File: src/rtl/ocp_arbiter.sv
`timescale 1ns/1ps
// Round-robin arbiter sharing one OCP slave port among N_MASTERS masters,
// with RDEX/RDL bus locking and a response timeout.
module ocp_arbiter #(
   parameter int N_MASTERS = 4,
   parameter int ADDR_W    = 32,
   parameter int DATA_W    = 32,
   parameter int TIMEOUT   = 255
) (
   input  logic                                clk,
   input  logic                                reset,
   input  logic [N_MASTERS*3-1:0]              m_MCmd,
   input  logic [N_MASTERS*ADDR_W-1:0]         m_MAddr,
   input  logic [N_MASTERS*DATA_W-1:0]         m_MData,
   input  logic [N_MASTERS*(DATA_W/8)-1:0]     m_MByteEn,
   output logic [N_MASTERS-1:0]                m_SCmdAccept,
   output logic [N_MASTERS*2-1:0]              m_SResp,
   output logic [DATA_W-1:0]                   m_SData,
   output logic [2:0]                          s_MCmd,
   output logic [ADDR_W-1:0]                   s_MAddr,
   output logic [DATA_W-1:0]                   s_MData,
   output logic [DATA_W/8-1:0]                 s_MByteEn,
   input  logic                                s_SCmdAccept,
   input  logic [1:0]                          s_SResp,
   input  logic [DATA_W-1:0]                   s_SData,
   output logic [N_MASTERS-1:0]                grant
);

   localparam int BE_W = DATA_W / 8;
   localparam int IW   = $clog2(N_MASTERS);
   localparam int CW   = $clog2(TIMEOUT + 2);

   localparam logic [2:0] CMD_IDLE = 3'd0;
   localparam logic [2:0] CMD_WR   = 3'd1;
   localparam logic [2:0] CMD_RDEX = 3'd3;
   localparam logic [2:0] CMD_RDL  = 3'd4;
   localparam logic [2:0] CMD_WRNP = 3'd5;
   localparam logic [2:0] CMD_WRC  = 3'd6;
   localparam logic [2:0] CMD_BCST = 3'd7;

   localparam logic [1:0] RESP_NULL = 2'd0;
   localparam logic [1:0] RESP_FAIL = 2'd2;
   localparam logic [1:0] RESP_ERR  = 2'd3;

   typedef enum logic [1:0] {ARB, CMD, RESP} state_t;

   state_t            state_q, state_d;
   logic [IW-1:0]     owner_q, owner_d;
   logic [IW-1:0]     last_q, last_d;
   logic              lock_q, lock_d;
   logic [CW-1:0]     cnt_q, cnt_d;

   logic [N_MASTERS-1:0] req;
   logic [2:0]           g_cmd;
   logic [IW-1:0]        pick;
   logic                 pick_found;
   int unsigned          rr_idx;
   logic                 acc_fire;
   logic                 resp_fire;
   logic [1:0]           resp_val;

   always_comb begin
      for (int unsigned i = 0; i < N_MASTERS; i++)
         req[i] = (m_MCmd[3*i +: 3] != CMD_IDLE);
   end

   // Slave-side request fields always follow the current owner; only MCmd is qualified.
   always_comb begin
      g_cmd     = CMD_IDLE;
      s_MAddr   = '0;
      s_MData   = '0;
      s_MByteEn = '0;
      for (int unsigned i = 0; i < N_MASTERS; i++) begin
         if (owner_q == IW'(i)) begin
            g_cmd     = m_MCmd[3*i +: 3];
            s_MAddr   = m_MAddr[ADDR_W*i +: ADDR_W];
            s_MData   = m_MData[DATA_W*i +: DATA_W];
            s_MByteEn = m_MByteEn[BE_W*i +: BE_W];
         end
      end
   end

   always_comb begin
      pick       = '0;
      pick_found = 1'b0;
      rr_idx     = 0;
      for (int unsigned k = 1; k <= N_MASTERS; k++) begin
         rr_idx = (32'(last_q) + k) % N_MASTERS;
         if (!pick_found && req[IW'(rr_idx)]) begin
            pick_found = 1'b1;
            pick       = IW'(rr_idx);
         end
      end
   end

   always_comb begin
      state_d   = state_q;
      owner_d   = owner_q;
      last_d    = last_q;
      lock_d    = lock_q;
      cnt_d     = cnt_q;
      s_MCmd    = CMD_IDLE;
      acc_fire  = 1'b0;
      resp_fire = 1'b0;
      resp_val  = RESP_NULL;
      unique case (state_q)
         ARB: begin
            if (lock_q) begin
               if (req[owner_q]) state_d = CMD;
            end else if (pick_found) begin
               owner_d = pick;
               last_d  = pick;
               state_d = CMD;
            end
         end
         CMD: begin
            s_MCmd = g_cmd;
            if (g_cmd == CMD_IDLE) begin
               state_d = ARB;
            end else if (s_SCmdAccept) begin
               acc_fire = 1'b1;
               if (g_cmd == CMD_RDEX || g_cmd == CMD_RDL)
                  lock_d = 1'b1;
               else if (g_cmd == CMD_WR || g_cmd == CMD_WRNP || g_cmd == CMD_WRC)
                  lock_d = 1'b0;
               if (g_cmd == CMD_WR || g_cmd == CMD_BCST) begin
                  state_d = ARB;
               end else begin
                  state_d = RESP;
                  cnt_d   = '0;
               end
            end
         end
         RESP: begin
            if (s_SResp != RESP_NULL) begin
               resp_fire = 1'b1;
               resp_val  = s_SResp;
               if (s_SResp == RESP_FAIL || s_SResp == RESP_ERR) lock_d = 1'b0;
               state_d = ARB;
            end else if (TIMEOUT != 0 && cnt_q == CW'(TIMEOUT - 1)) begin
               resp_fire = 1'b1;
               resp_val  = RESP_ERR;
               lock_d    = 1'b0;
               state_d   = ARB;
            end else begin
               cnt_d = cnt_q + CW'(1);
            end
         end
         default: state_d = ARB;
      endcase
      // Outputs are silenced combinationally in the reset cycle itself.
      if (reset) begin
         s_MCmd    = CMD_IDLE;
         acc_fire  = 1'b0;
         resp_fire = 1'b0;
      end
   end

   always_comb begin
      m_SCmdAccept = '0;
      m_SResp      = '0;
      grant        = '0;
      for (int unsigned i = 0; i < N_MASTERS; i++) begin
         if (owner_q == IW'(i)) begin
            m_SCmdAccept[i] = acc_fire;
            if (resp_fire) m_SResp[2*i +: 2] = resp_val;
            if (state_q != ARB && !reset) grant[i] = 1'b1;
         end
      end
   end

   assign m_SData = s_SData;

   always_ff @(posedge clk) begin
      if (reset) begin
         state_q <= ARB;
         owner_q <= '0;
         last_q  <= IW'(N_MASTERS - 1);
         lock_q  <= 1'b0;
         cnt_q   <= '0;
      end else begin
         state_q <= state_d;
         owner_q <= owner_d;
         last_q  <= last_d;
         lock_q  <= lock_d;
         cnt_q   <= cnt_d;
      end
   end

endmodule

File: config.mk
export PLATFORM = sky130hd
export DESIGN_NAME = ocp_arbiter
export DESIGN_NICKNAME = d
export VERILOG_FILES = /design/src/rtl/ocp_arbiter.sv
export SDC_FILE = /design/constraint.sdc
export NUM_CORES = 1
export LEC_CHECK = 0
export CAP_MARGIN = 5
export CORE_AREA = 8 8 163 165
export DETAILED_ROUTE_END_ITERATION = 12
export DIE_AREA = 0 0 171 173
export GPL_TIMING_DRIVEN = 0
export SETUP_SLACK_MARGIN = 0.2
export SYNTH_ARGS = -nofsm -noshare
export SYNTH_HDL_FRONTEND = slang
export SYNTH_SLANG_ARGS = --single-unit
File: constraint.sdc
create_clock -name clk -period 4.3 [get_ports clk]
set_input_delay 0.43 -clock clk [delete_from_list [all_inputs] [get_ports clk]]
set_output_delay 0.43 -clock clk [all_outputs]
set_load 0.01 [all_outputs]
==> run_summary.xml, run 1 <==
<?xml version="1.0" encoding="UTF-8"?>
<metrics>
  <group name="finish">
    <metric name="synthToLayoutAreaGrowth" unit="%">151</metric>
    <metric name="drive_gt1_share" unit="%">17.8</metric>
    <metric name="num-nets-final" unit="">1000</metric>
  </group>
  <group name="global_route">
    <metric name="grt_start_max_net_pins" unit="">11</metric>
    <metric name="grt_pass1_wl" unit="mm">35.2</metric>
    <metric name="gr-usage-all-layers" unit="%">16.3</metric>
    <metric name="first_global_vias" unit="">4588</metric>
    <metric name="grt_antenna_before_repair" unit="">5</metric>
    <metric name="globalRoute.totalOverflow" unit="">0</metric>
  </group>
  <group name="yosys">
    <metric name="synth_enable_flop_cells" unit="">0</metric>
    <metric name="synthesis_warning_total" unit="">0</metric>
    <metric name="syn_area_per_cell" unit="sq um">11.4</metric>
    <metric name="synth_sequential_area_ratio" unit="%">10.6</metric>
    <metric name="most_area_hungry_cell_type_in_the_yosys_netlist" unit="">sky130_fd_sc_hd__mux4_2</metric>
    <metric name="total_of_flip_flops_plus_latches_after_synthesis" unit="">16</metric>
    <metric name="synth_cells" unit="">265</metric>
    <metric name="synthTopCellsByArea" unit="">sky130_fd_sc_hd__mux4_2, sky130_fd_sc_hd__dfxtp_1, sky130_fd_sc_hd__buf_4</metric>
    <metric name="synthDominantCellAreaShare" unit="%">52.9</metric>
    <metric name="syn-cell-area" unit="sq um">3020</metric>
    <metric name="synthesis.nets" unit="">588</metric>
    <metric name="dominantRegCellSynth" unit="">sky130_fd_sc_hd__dfxtp_1</metric>
    <metric name="synth.distinct_cells" unit="">43</metric>
    <metric name="asyncSetResetFlopFracSynth" unit="%">0</metric>
  </group>
  <group name="clock_network">
    <metric name="clkTransAtPathRegs" unit="ns">0.05</metric>
    <metric name="clock_tree.root_cell" unit="">sky130_fd_sc_hd__clkbuf_16</metric>
    <metric name="ctsHoldBuffers" unit="">0</metric>
    <metric name="worstSkewPairLatency" unit="ns">0.24</metric>
    <metric name="tritoncts" unit="">yes</metric>
    <metric name="postCtsSetupBuffers" unit="">0</metric>
    <metric name="total_cts_buffers" unit="">3</metric>
    <metric name="cts.repair.resized" unit="">0</metric>
    <metric name="tritoncts_num_sinks" unit="">16</metric>
    <metric name="cts.path.max_buffers" unit="">2</metric>
    <metric name="ctsHtreeMaxLevel" unit="">1</metric>
  </group>
  <group name="critical_path">
    <metric name="critical-path-max-stage-delay" unit="ns">0.69</metric>
    <metric name="critical_path.endpoint_type" unit="">output port</metric>
    <metric name="reg2reg_setup_slack" unit="ns">2.08</metric>
    <metric name="timing.critical_path.arrival" unit="ns">3.06</metric>
    <metric name="worst_path_cell_chain" unit="">buf_6, clkbuf_1, clkbuf_1, mux4_2, clkdlybuf4s50_1</metric>
    <metric name="start_kind" unit="">register</metric>
    <metric name="worstPathRequired" unit="ns">3.87</metric>
    <metric name="crit_slowest_cell" unit="">sky130_fd_sc_hd__clkbuf_1</metric>
    <metric name="timing.critical_path.fanout_max" unit="">10</metric>
    <metric name="critPathMostFrequentCell" unit="">sky130_fd_sc_hd__clkbuf_1</metric>
    <metric name="crit_type" unit="">reg -&gt; out</metric>
  </group>
  <group name="die">
    <metric name="core_region_area" unit="sq um">24000</metric>
    <metric name="std_cell_rows" unit="">57</metric>
    <metric name="design.portCount" unit="">440</metric>
    <metric name="die-area" unit="sq um">29600</metric>
    <metric name="initial_core_utilization" unit="%">12.6</metric>
    <metric name="dieHeight" unit="microns">173</metric>
    <metric name="die_x" unit="microns">171</metric>
  </group>
  <group name="sta">
    <metric name="worst_slew_margin_rel" unit="%">44.7</metric>
    <metric name="post-route-min-period" unit="ns">3.49</metric>
    <metric name="report.final.slew_viol_count" unit="">0</metric>
    <metric name="maxClockFrequency" unit="GHz">0.287</metric>
    <metric name="rsz0062_at_grt" unit="">no</metric>
    <metric name="finalCritPeriodShare" unit="%">81.1</metric>
    <metric name="total_setup_violations_reported_at_the_end_of_the_flow" unit="">0</metric>
    <metric name="final.setup.worst_slack" unit="ns">0.814</metric>
    <metric name="final_hold_fails" unit="">0</metric>
    <metric name="worst_clock_skew" unit="ns">0.00257</metric>
    <metric name="worstMarginPinSlew" unit="ns">0.830</metric>
    <metric name="tns" unit="ns">0</metric>
  </group>
  <group name="routing">
    <metric name="route.detailed.wl_per_inst" unit="microns">25.8</metric>
    <metric name="via_count" unit="">4270</metric>
    <metric name="detail_route.drc_violations" unit="">0</metric>
    <metric name="detail_route.wirelength" unit="mm">25.9</metric>
    <metric name="ant_nets" unit="">0</metric>
    <metric name="route.detailed.vias_per_inst" unit="">4.26</metric>
    <metric name="detail_route.first_pass.iterations" unit="">4</metric>
    <metric name="dr.first_iter.drc_count" unit="">210</metric>
  </group>
  <group name="placement">
    <metric name="preCtsSetupSlack" unit="ns">0.923</metric>
    <metric name="buffer_ports.inserted" unit="">407</metric>
    <metric name="globalplace.congestion" unit="">0.879</metric>
    <metric name="dp.final_hpwl" unit="mm">23.0</metric>
  </group>
  <group name="power_and_ir_drop">
    <metric name="power.density" unit="nW/um^2">238</metric>
    <metric name="power.total" unit="W">0.00181</metric>
    <metric name="total_leakage_power" unit="nW">2.58</metric>
    <metric name="vdd_ir_drop_max" unit="uV">143</metric>
  </group>
  <group name="job">
    <metric name="maxCapViolations" unit="">0</metric>
  </group>
  <group name="status">
    <metric name="outcome" unit="">finished clean</metric>
  </group>
  <group name="min_path">
    <metric name="hold_path_class" unit="">reg -&gt; reg</metric>
  </group>
</metrics>
==> routing by layer <==
layer	track usage [%]	part of all wire, %	vias to the layer above	wire length, microns
met3	8.08	13	18	3310
met2	26.9	47	240	12200
met1	19.2	39	2086	10100
met4	1.96	0.92	6	238
li1	-	-	1920	-
met5	0	0.14	-	36
==> power by group <==
group | internal [W] | leakage [nW] | switching [W]
clock | 0.000141 | 0.0442 | 0.0000587
sequential | 0.000159 | 0.130 | 0.00000862
combinational | 0.000848 | 2.41 | 0.000595
total | 0.00115 | 2.58 | 0.000662
==> final cells by class <==
| type | instances | area [sq um] |
|---|---|---|
| sequential | 16 | 320 |
| fill | 2499 | 16400 |
| inverter | 6 | 22.5 |
| antenna | 3 | 7.51 |
| clock buffer | 4 | 88.8 |
| multi-input combinational | 191 | 2350 |
| buffer | 52 | 332 |
| tap | 324 | 405 |
| timing repair buffer | 407 | 4070 |
==> state kept, by name (all words and copies together), names as in the netlist <==
name     count
cnt_q        9
last_q       2
lock_q       1
owner_q      2
state_q      2
==> worst paths after layout <==
check / cells past startpoint / to / start
max: 5 / s_MAddr[27] / owner_q[1]$_SDFFE_PP0P_
min reg2reg: 1 / cnt_q[5]$_SDFFE_PP0P_ / cnt_q[5]$_SDFFE_PP0P_
min: 1 / cnt_q[5]$_SDFFE_PP0P_ / cnt_q[5]$_SDFFE_PP0P_
max reg2reg: 5 / owner_q[1]$_SDFFE_PP0P_ / owner_q[1]$_SDFFE_PP0P_
==> Yosys cell counts (3+ instances only) <==
library cell / instances
sky130_fd_sc_hd__mux4_2: 71
sky130_fd_sc_hd__buf_4: 32
sky130_fd_sc_hd__nor2_1: 17
sky130_fd_sc_hd__dfxtp_1: 16
sky130_fd_sc_hd__clkbuf_1: 12
sky130_fd_sc_hd__nand2_1: 12
sky130_fd_sc_hd__nor3_1: 10
sky130_fd_sc_hd__a21oi_1: 7
sky130_fd_sc_hd__buf_2: 7
sky130_fd_sc_hd__nand3_1: 7
sky130_fd_sc_hd__o21ai_0: 7
sky130_fd_sc_hd__inv_1: 6
sky130_fd_sc_hd__a311oi_1: 5
sky130_fd_sc_hd__and3_1: 5
sky130_fd_sc_hd__nand4_1: 4
sky130_fd_sc_hd__or3_1: 4
sky130_fd_sc_hd__a41oi_1: 3
sky130_fd_sc_hd__nand2b_1: 3
sky130_fd_sc_hd__o221ai_1: 3
sky130_fd_sc_hd__o41ai_1: 3
==> cells by family (layout without fill, tap and decap cells) <==
logic type	Yosys count	after routing	share of synthesized area, %
DFF	16	16	10.6
adders and majority gates	2	2	0.828
buffers and inverters	58	469	11.7
muxes	71	71	52.9
other	0	3	0
and+or+nand+nor	74	74	12.8
AOI/OAI and AO/OA	44	44	11.1
==> critical path: cells and delay by family (launching register included) <==
kind,cells,cell delay (ns)
buffers and inverters,4,2.02
flip-flops,1,0.32
multiplexers,1,0.46
==> stage by stage <==
stage / cell area [sq um] / hold WS, ns / instances / util, %
final: 7600 / 0.535 / 1003 / 31.7
after global routing: 7590 / 0.555 / 1002 / 31.7
after CTS: 7590 / 0.520 / 1000 / 31.7
after detailed placement: 7500 / 0.514 / 996 / 31.3
after global placement: 7500 / 0.507 / 996 / 31.3
after floorplan: 3020 / 0.464 / 265 / -
==> cells in the final DEF, fill, tap and decap left out, drive strengths merged, types with 7 or more instances in the layout <==
master / count
nor2: 17
clkbuf: 16
nor3: 10
clkdlybuf4s50: 407
dfxtp: 16
mux4: 71
o21ai: 9
buf: 40
a21oi: 7
nand3: 7
nand2: 12
Power figures use the tool's default switching activity.
==> run 2, diff against run 1 <==
Settings changed: CORE_AREA 8 8 163 165 to 8 8 167 169, DIE_AREA 0 0 171 173 to 0 0 175 177.
Clock period 4.3 ns to 3.1 ns, I/O delays scaled along.
==> run 2 against run 1 <==
Clock power rose by 28%. Design area increased by 0.86%. Cell count up 1.2%. Worst setup slack lost 0.47 ns. Global-route usage down 0.36 points. Via count up 1.4%. Largest cell class unchanged.
==> run_summary.xml, run 2 (synthesis gave the netlist of run 1 again) <==
<?xml version="1.0" encoding="UTF-8"?>
<metrics>
  <group name="routing">
    <metric name="via_count" unit="">4329</metric>
    <metric name="detail_route.drc_violations" unit="">0</metric>
    <metric name="route.detailed.wl_per_inst" unit="microns">26.6</metric>
    <metric name="detail_route.wirelength" unit="mm">27.0</metric>
    <metric name="detail_route.first_pass.iterations" unit="">4</metric>
    <metric name="route.detailed.vias_per_inst" unit="">4.27</metric>
    <metric name="ant_nets" unit="">0</metric>
    <metric name="dr.first_iter.drc_count" unit="">281</metric>
  </group>
  <group name="critical_path">
    <metric name="critPathTopFamily" unit="">buffers and inverters</metric>
    <metric name="crit_type" unit="">reg -&gt; out</metric>
    <metric name="crit_slowest_cell" unit="">sky130_fd_sc_hd__clkdlybuf4s50_1</metric>
    <metric name="start_kind" unit="">register</metric>
    <metric name="critical-path-max-stage-delay" unit="ns">0.64</metric>
    <metric name="worstPathRequired" unit="ns">2.79</metric>
    <metric name="path_buf_inv" unit="">4</metric>
    <metric name="timing.critical_path.arrival" unit="ns">2.44</metric>
    <metric name="critical_path.endpoint_type" unit="">output port</metric>
    <metric name="timing.critical_path.fanout_max" unit="">10</metric>
    <metric name="worst_path_cell_chain" unit="">clkbuf_2, buf_6, buf_4, mux4_2, clkdlybuf4s50_1</metric>
  </group>
  <group name="global_route">
    <metric name="grt_start_max_net_pins" unit="">11</metric>
    <metric name="gr-usage-all-layers" unit="%">15.9</metric>
    <metric name="first_global_vias" unit="">4663</metric>
    <metric name="grt_pass1_wl" unit="mm">35.9</metric>
    <metric name="globalRoute.totalOverflow" unit="">0</metric>
    <metric name="grt_antenna_before_repair" unit="">8</metric>
  </group>
  <group name="finish">
    <metric name="most_common_cell_after_layout_fill_and_taps_aside" unit="">sky130_fd_sc_hd__clkdlybuf4s50_1</metric>
    <metric name="utilization" unit="%">30.1</metric>
    <metric name="largest_reg_flops" unit="">9</metric>
    <metric name="largest_register" unit="">cnt_q</metric>
    <metric name="synthToLayoutAreaGrowth" unit="%">154</metric>
    <metric name="num-nets-final" unit="">1001</metric>
    <metric name="layout_common_cells" unit="">sky130_fd_sc_hd__clkdlybuf4s50_1, sky130_fd_sc_hd__mux4_2, sky130_fd_sc_hd__buf_4</metric>
    <metric name="drive_gt1_share" unit="%">18.9</metric>
  </group>
  <group name="power_and_ir_drop">
    <metric name="pwr-share-comb" unit="%">80.8</metric>
    <metric name="switching_fraction_of_total_power" unit="%">37.7</metric>
    <metric name="clock_power_share" unit="%">10.0</metric>
    <metric name="total_leakage_power" unit="nW">2.72</metric>
    <metric name="cell_internal_pwr" unit="W">0.00158</metric>
    <metric name="vdd_ir_drop_max" unit="uV">113</metric>
    <metric name="power.density" unit="nW/um^2">331</metric>
    <metric name="total_switching_power" unit="W">0.000957</metric>
    <metric name="pwr-share-seq" unit="%">9.2</metric>
  </group>
  <group name="die">
    <metric name="dieHeight" unit="microns">177</metric>
    <metric name="std_cell_rows" unit="">59</metric>
    <metric name="die-area" unit="sq um">31000</metric>
    <metric name="initial_core_utilization" unit="%">11.9</metric>
    <metric name="core_region_area" unit="sq um">25500</metric>
    <metric name="die_x" unit="microns">175</metric>
    <metric name="design.portCount" unit="">440</metric>
  </group>
  <group name="sta">
    <metric name="worst_slew_margin_rel" unit="%">48.0</metric>
    <metric name="rsz0062_at_grt" unit="">no</metric>
    <metric name="maxClockFrequency" unit="GHz">0.363</metric>
    <metric name="total_setup_violations_reported_at_the_end_of_the_flow" unit="">0</metric>
    <metric name="finalCritPeriodShare" unit="%">88.8</metric>
    <metric name="finalHoldWorstSlack" unit="ns">0.535</metric>
    <metric name="tns" unit="ns">0</metric>
    <metric name="post-route-min-period" unit="ns">2.75</metric>
    <metric name="worst_clock_skew" unit="ns">0.00655</metric>
    <metric name="worstMarginPinSlew" unit="ns">0.780</metric>
    <metric name="final_hold_fails" unit="">0</metric>
    <metric name="report.final.slew_viol_count" unit="">0</metric>
  </group>
  <group name="clock_network">
    <metric name="ctsHoldBuffers" unit="">0</metric>
    <metric name="total_cts_buffers" unit="">3</metric>
    <metric name="worstSkewPairLatency" unit="ns">0.25</metric>
    <metric name="clock_tree.root_cell" unit="">sky130_fd_sc_hd__clkbuf_16</metric>
    <metric name="tritoncts_num_sinks" unit="">16</metric>
    <metric name="clkTransAtPathRegs" unit="ns">0.06</metric>
    <metric name="ctsHtreeMaxLevel" unit="">1</metric>
    <metric name="cts.path.max_buffers" unit="">2</metric>
    <metric name="tritoncts" unit="">yes</metric>
  </group>
  <group name="min_path">
    <metric name="hold_path_class" unit="">reg -&gt; reg</metric>
  </group>
  <group name="placement">
    <metric name="dp.final_hpwl" unit="mm">24.2</metric>
    <metric name="buffer_ports.inserted" unit="">407</metric>
    <metric name="globalplace.congestion" unit="">0.856</metric>
  </group>
  <group name="status">
    <metric name="outcome" unit="">finished clean</metric>
  </group>
  <group name="job">
    <metric name="maxCapViolations" unit="">0</metric>
  </group>
</metrics>
[run 2: worst reg2reg max path: cells and delay by family (launching register included)]
kind | cells | cell delay [ns]
compound gates | 3 | 0.86
simple gates | 1 | 0.55
flops | 1 | 0.44
[run 2: what timing repair did]
action                                  in CTS  in global routing
gates resized for setup                     14                  9
cloned                                       0                  0
endpoints found under the setup margin      54                 15
buffers inserted                             0                  1
[run 2: area by class of cell]
| class | instances | area (sq um) |
|---|---|---|
| Antenna cell | 4 | 10.0 |
| Sequential cell | 16 | 320 |
| Fill cell | 2654 | 17800 |
| Clock buffer | 3 | 75.1 |
| Timing Repair Buffer | 408 | 4100 |
| Inverter | 6 | 22.5 |
| Multi-Input combinational cell | 191 | 2350 |
| Tap cell | 335 | 419 |
| Buffer | 52 | 359 |
[run 2: worst paths after layout]
check                     startpoint                    end  slack [ns]  cells after the start
min reg2reg    cnt_q[7]$_SDFFE_PP0P_  cnt_q[7]$_SDFFE_PP0P_        0.53                      1
max reg2reg  state_q[1]$_SDFFE_PP0P_  cnt_q[3]$_SDFFE_PP0P_        1.16                      4
min            cnt_q[7]$_SDFFE_PP0P_  cnt_q[7]$_SDFFE_PP0P_        0.53                      1
max          owner_q[0]$_SDFFE_PP0P_            s_MData[24]        0.35                      5
[run 2: stage by stage]
step | cell area (sq um) | std cells | setup slack, ns | power (W)
finish | 7660 | 1015 | 0.346 | 0.00254
global placement | 7510 | 1007 | -0.199 | 0.00230
floorplan | 3020 | 265 | 1.13 | 0.00109
global route | 7660 | 1015 | 0.237 | 0.00268
detailed placement | 7510 | 1007 | -0.235 | 0.00230
CTS | 7620 | 1010 | 0.202 | 0.00259
[run 2: metal layers]
metal / vias up / routed length, microns / global-route usage, %
met5: - / 47 / 0
met4: 8 / 308 / 2.86
met3: 21 / 3230 / 8.15
met2: 258 / 12400 / 24.5
met1: 2122 / 11000 / 19.8
li1: 1920 / - / -
[run 2: power by group through the flow]
| stage | sequential [W] | clock [W] | combinational, W |
|---|---|---|---|
| 6_report | 0.000233 | 0.000255 | 0.00205 |
| 5_1_grt | 0.000234 | 0.000266 | 0.00218 |
| 4_1_cts | 0.000232 | 0.000256 | 0.00210 |
| 3_5_place_dp | 0.000236 | 0 | 0.00206 |
| 3_3_place_gp | 0.000236 | 0 | 0.00207 |
| 2_1_floorplan | 0.000233 | 0 | 0.000855 |
==> run 3, diff against run 2 <==
Settings changed: GPL_TIMING_DRIVEN 0 to unset.
==> run 3 against run 2 <==
Fmax is 2.0% lower. Sequential power rose by 9.0%. Clock power up 10%. Die area is the same. Flip-flop and latch count unchanged. Worst hold slack worse by 0.023 ns. Sequential share of layout area rose by 0.46 points. Register-to-register slack hardly changed. Combinational power fell by 6%.
==> run_summary.xml, run 3 (synthesis gave the netlist of run 1 again) <==
<?xml version="1.0" encoding="UTF-8"?>
<metrics>
  <group name="status">
    <metric name="outcome" unit="">finished clean</metric>
  </group>
  <group name="routing">
    <metric name="detail_route.drc_violations" unit="">0</metric>
    <metric name="route.detailed.wl_per_inst" unit="microns">26.9</metric>
    <metric name="detail_route.wirelength" unit="mm">25.2</metric>
    <metric name="detail_route.first_pass.iterations" unit="">4</metric>
    <metric name="via_count" unit="">3996</metric>
    <metric name="route.detailed.vias_per_inst" unit="">4.26</metric>
    <metric name="dr.first_iter.drc_count" unit="">313</metric>
    <metric name="ant_nets" unit="">0</metric>
  </group>
  <group name="critical_path">
    <metric name="start_kind" unit="">input pin</metric>
    <metric name="worst_path_cell_chain" unit="">clkdlybuf4s50_1, mux4_2, or3_1, nand4_1, nor3_1, clkdlybuf4s50_1</metric>
    <metric name="worstPathRequired" unit="ns">2.79</metric>
    <metric name="rr_worst_depth" unit="">4</metric>
    <metric name="reg2reg_setup_slack" unit="ns">1.16</metric>
    <metric name="critPathTopFamily" unit="">buffers and inverters</metric>
    <metric name="crit_slowest_cell" unit="">sky130_fd_sc_hd__clkdlybuf4s50_1</metric>
    <metric name="crit_type" unit="">in -&gt; out</metric>
    <metric name="timing.critical_path.arrival" unit="ns">2.50</metric>
    <metric name="critical_path.endpoint_type" unit="">output port</metric>
    <metric name="critical_path.reg2reg.endpoint" unit="">cnt_q[7]$_SDFFE_PP0P_</metric>
    <metric name="critical-path-max-stage-delay" unit="ns">0.50</metric>
    <metric name="critPathMostFrequentCell" unit="">sky130_fd_sc_hd__clkdlybuf4s50_1</metric>
    <metric name="timing.critical_path.fanout_max" unit="">4</metric>
    <metric name="worst_r2r_startpoint" unit="">state_q[0]$_SDFFE_PP0P_</metric>
    <metric name="path_buf_inv" unit="">2</metric>
  </group>
  <group name="min_path">
    <metric name="hold-path-cell-count" unit="">1</metric>
    <metric name="hp-start" unit="">cnt_q[5]$_SDFFE_PP0P_</metric>
    <metric name="worstHoldEndpoint" unit="">cnt_q[5]$_SDFFE_PP0P_</metric>
    <metric name="hold_path_class" unit="">reg -&gt; reg</metric>
  </group>
  <group name="finish">
    <metric name="layout_common_cells" unit="">sky130_fd_sc_hd__clkdlybuf4s50_1, sky130_fd_sc_hd__mux4_2, sky130_fd_sc_hd__nor2_1</metric>
    <metric name="largest_register" unit="">cnt_q</metric>
    <metric name="largest_reg_flops" unit="">9</metric>
    <metric name="fin_cells" unit="">937</metric>
    <metric name="stdcell_area" unit="sq um">7070</metric>
    <metric name="num-nets-final" unit="">924</metric>
    <metric name="drive_gt1_share" unit="%">15.2</metric>
    <metric name="most_common_cell_after_layout_fill_and_taps_aside" unit="">sky130_fd_sc_hd__clkdlybuf4s50_1</metric>
    <metric name="synthToLayoutAreaGrowth" unit="%">134</metric>
  </group>
  <group name="global_route">
    <metric name="grt_start_max_net_pins" unit="">77</metric>
    <metric name="gr-usage-all-layers" unit="%">14.9</metric>
    <metric name="grt_antenna_before_repair" unit="">4</metric>
    <metric name="first_global_vias" unit="">4238</metric>
    <metric name="globalRoute.totalOverflow" unit="">0</metric>
    <metric name="grt_pass1_wl" unit="mm">33.4</metric>
  </group>
  <group name="sta">
    <metric name="finalCritPeriodShare" unit="%">90.7</metric>
    <metric name="tns" unit="ns">0</metric>
    <metric name="finalHoldWorstSlack" unit="ns">0.512</metric>
    <metric name="total_setup_violations_reported_at_the_end_of_the_flow" unit="">0</metric>
    <metric name="rsz0062_at_grt" unit="">no</metric>
    <metric name="post-route-min-period" unit="ns">2.81</metric>
    <metric name="maxClockFrequency" unit="GHz">0.356</metric>
    <metric name="final_hold_fails" unit="">0</metric>
    <metric name="worst_clock_skew" unit="ns">0.00298</metric>
    <metric name="report.final.slew_viol_count" unit="">0</metric>
    <metric name="worstMarginPinSlew" unit="ns">0.676</metric>
    <metric name="worst_slew_margin_rel" unit="%">54.4</metric>
  </group>
  <group name="die">
    <metric name="design.portCount" unit="">440</metric>
    <metric name="die_x" unit="microns">175</metric>
    <metric name="core_region_area" unit="sq um">25500</metric>
    <metric name="dieHeight" unit="microns">177</metric>
    <metric name="std_cell_rows" unit="">59</metric>
    <metric name="initial_core_utilization" unit="%">11.9</metric>
    <metric name="die-area" unit="sq um">31000</metric>
  </group>
  <group name="power_and_ir_drop">
    <metric name="total_leakage_power" unit="nW">2.30</metric>
    <metric name="vdd_ir_drop_max" unit="uV">390</metric>
    <metric name="power.density" unit="nW/um^2">347</metric>
  </group>
  <group name="job">
    <metric name="maxCapViolations" unit="">0</metric>
  </group>
  <group name="clock_network">
    <metric name="tritoncts_num_sinks" unit="">16</metric>
    <metric name="postCtsSetupBuffers" unit="">0</metric>
    <metric name="cts.repair.resized" unit="">0</metric>
    <metric name="ctsHtreeMaxLevel" unit="">1</metric>
    <metric name="clock_tree.root_cell" unit="">sky130_fd_sc_hd__clkbuf_16</metric>
    <metric name="clkTransAtPathRegs" unit="ns">0.05</metric>
    <metric name="cts.path.max_buffers" unit="">2</metric>
    <metric name="ctsHoldBuffers" unit="">0</metric>
    <metric name="tritoncts" unit="">yes</metric>
    <metric name="worstSkewPairLatency" unit="ns">0.24</metric>
    <metric name="total_cts_buffers" unit="">3</metric>
  </group>
  <group name="placement">
    <metric name="count_of_placed_standard_cells_including_taps" unit="">931</metric>
    <metric name="globalplace.congestion" unit="">0.893</metric>
    <metric name="dpl-instance-area" unit="sq um">6970</metric>
    <metric name="buffer_ports.inserted" unit="">375</metric>
    <metric name="dp.final_hpwl" unit="mm">22.3</metric>
  </group>
</metrics>
==> run 3: changes by cell type in the layout (fill, tap and decap cells not counted), sizes merged <==
| cell | change |
|---|---|
| dlymetal6s2s | -8 |
| clkbuf | -11 |
| clkdlybuf4s50 | -24 |
| diode | -2 |
| buf | -33 |
==> run 3: per-stage QoR <==
stage                     util, %  power [W]  setup WS (ns)
after global placement       27.4    0.00221          0.261
final                        27.8    0.00246          0.290
after detailed placement     27.4    0.00220          0.258
after CTS                    27.7    0.00251          0.210
after global routing         27.8    0.00260          0.210
after floorplan                 -    0.00109           1.13
==> run 3: worst max-delay path by stage <==
stage,start,to,cells after the start,slack (ns)
6_report,m_MCmd[1],m_SCmdAccept[0],6,0.29
5_1_grt,m_MCmd[1],m_SCmdAccept[0],6,0.21
4_1_cts,cnt_q[0]$_SDFFE_PP0P_,m_SResp[1],7,0.21
3_5_place_dp,m_MCmd[1],m_SCmdAccept[0],6,0.26
3_3_place_gp,m_MCmd[1],m_SCmdAccept[0],6,0.26
2_1_floorplan,owner_q[0]$_SDFFE_PP0P_,s_MAddr[0],4,1.13
==> run 3: worst reg2reg max path, delay by kind of cell, from the launching register on <==
family             cells  cell delay [ns]
and+or+nand+nor        1             0.58
DFF                    1             0.45
AOI/OAI and AO/OA      3             0.83
==> run 3: power breakdown <==
part           switching (W)  total, W  internal (W)
combinational       0.000788   0.00192       0.00113
sequential         0.0000313  0.000254      0.000223
clock              0.0000850  0.000281      0.000196
==> run 3: cell type report <==
cell class,count,area [sq um]
Tap cell,335,419
Sequential cell,16,328
Inverter,6,22.5
Clock buffer,4,88.8
Fill cell,2676,18400
Multi-Input combinational cell,191,2350
Antenna cell,2,5.00
Timing Repair Buffer,383,3850
==> run 3: per-layer routing <==
| layer | GRT usage (%) | wire (microns) | up-vias | share of wire (%) |
|---|---|---|---|---|
| met5 | 0 | 26 | - | 0.10 |
| met4 | 2.15 | 268 | 4 | 1.1 |
| met3 | 11.1 | 4270 | 23 | 17 |
| met2 | 22.7 | 11400 | 240 | 45 |
| met1 | 16.7 | 9260 | 1967 | 37 |
| li1 | - | - | 1762 | - |
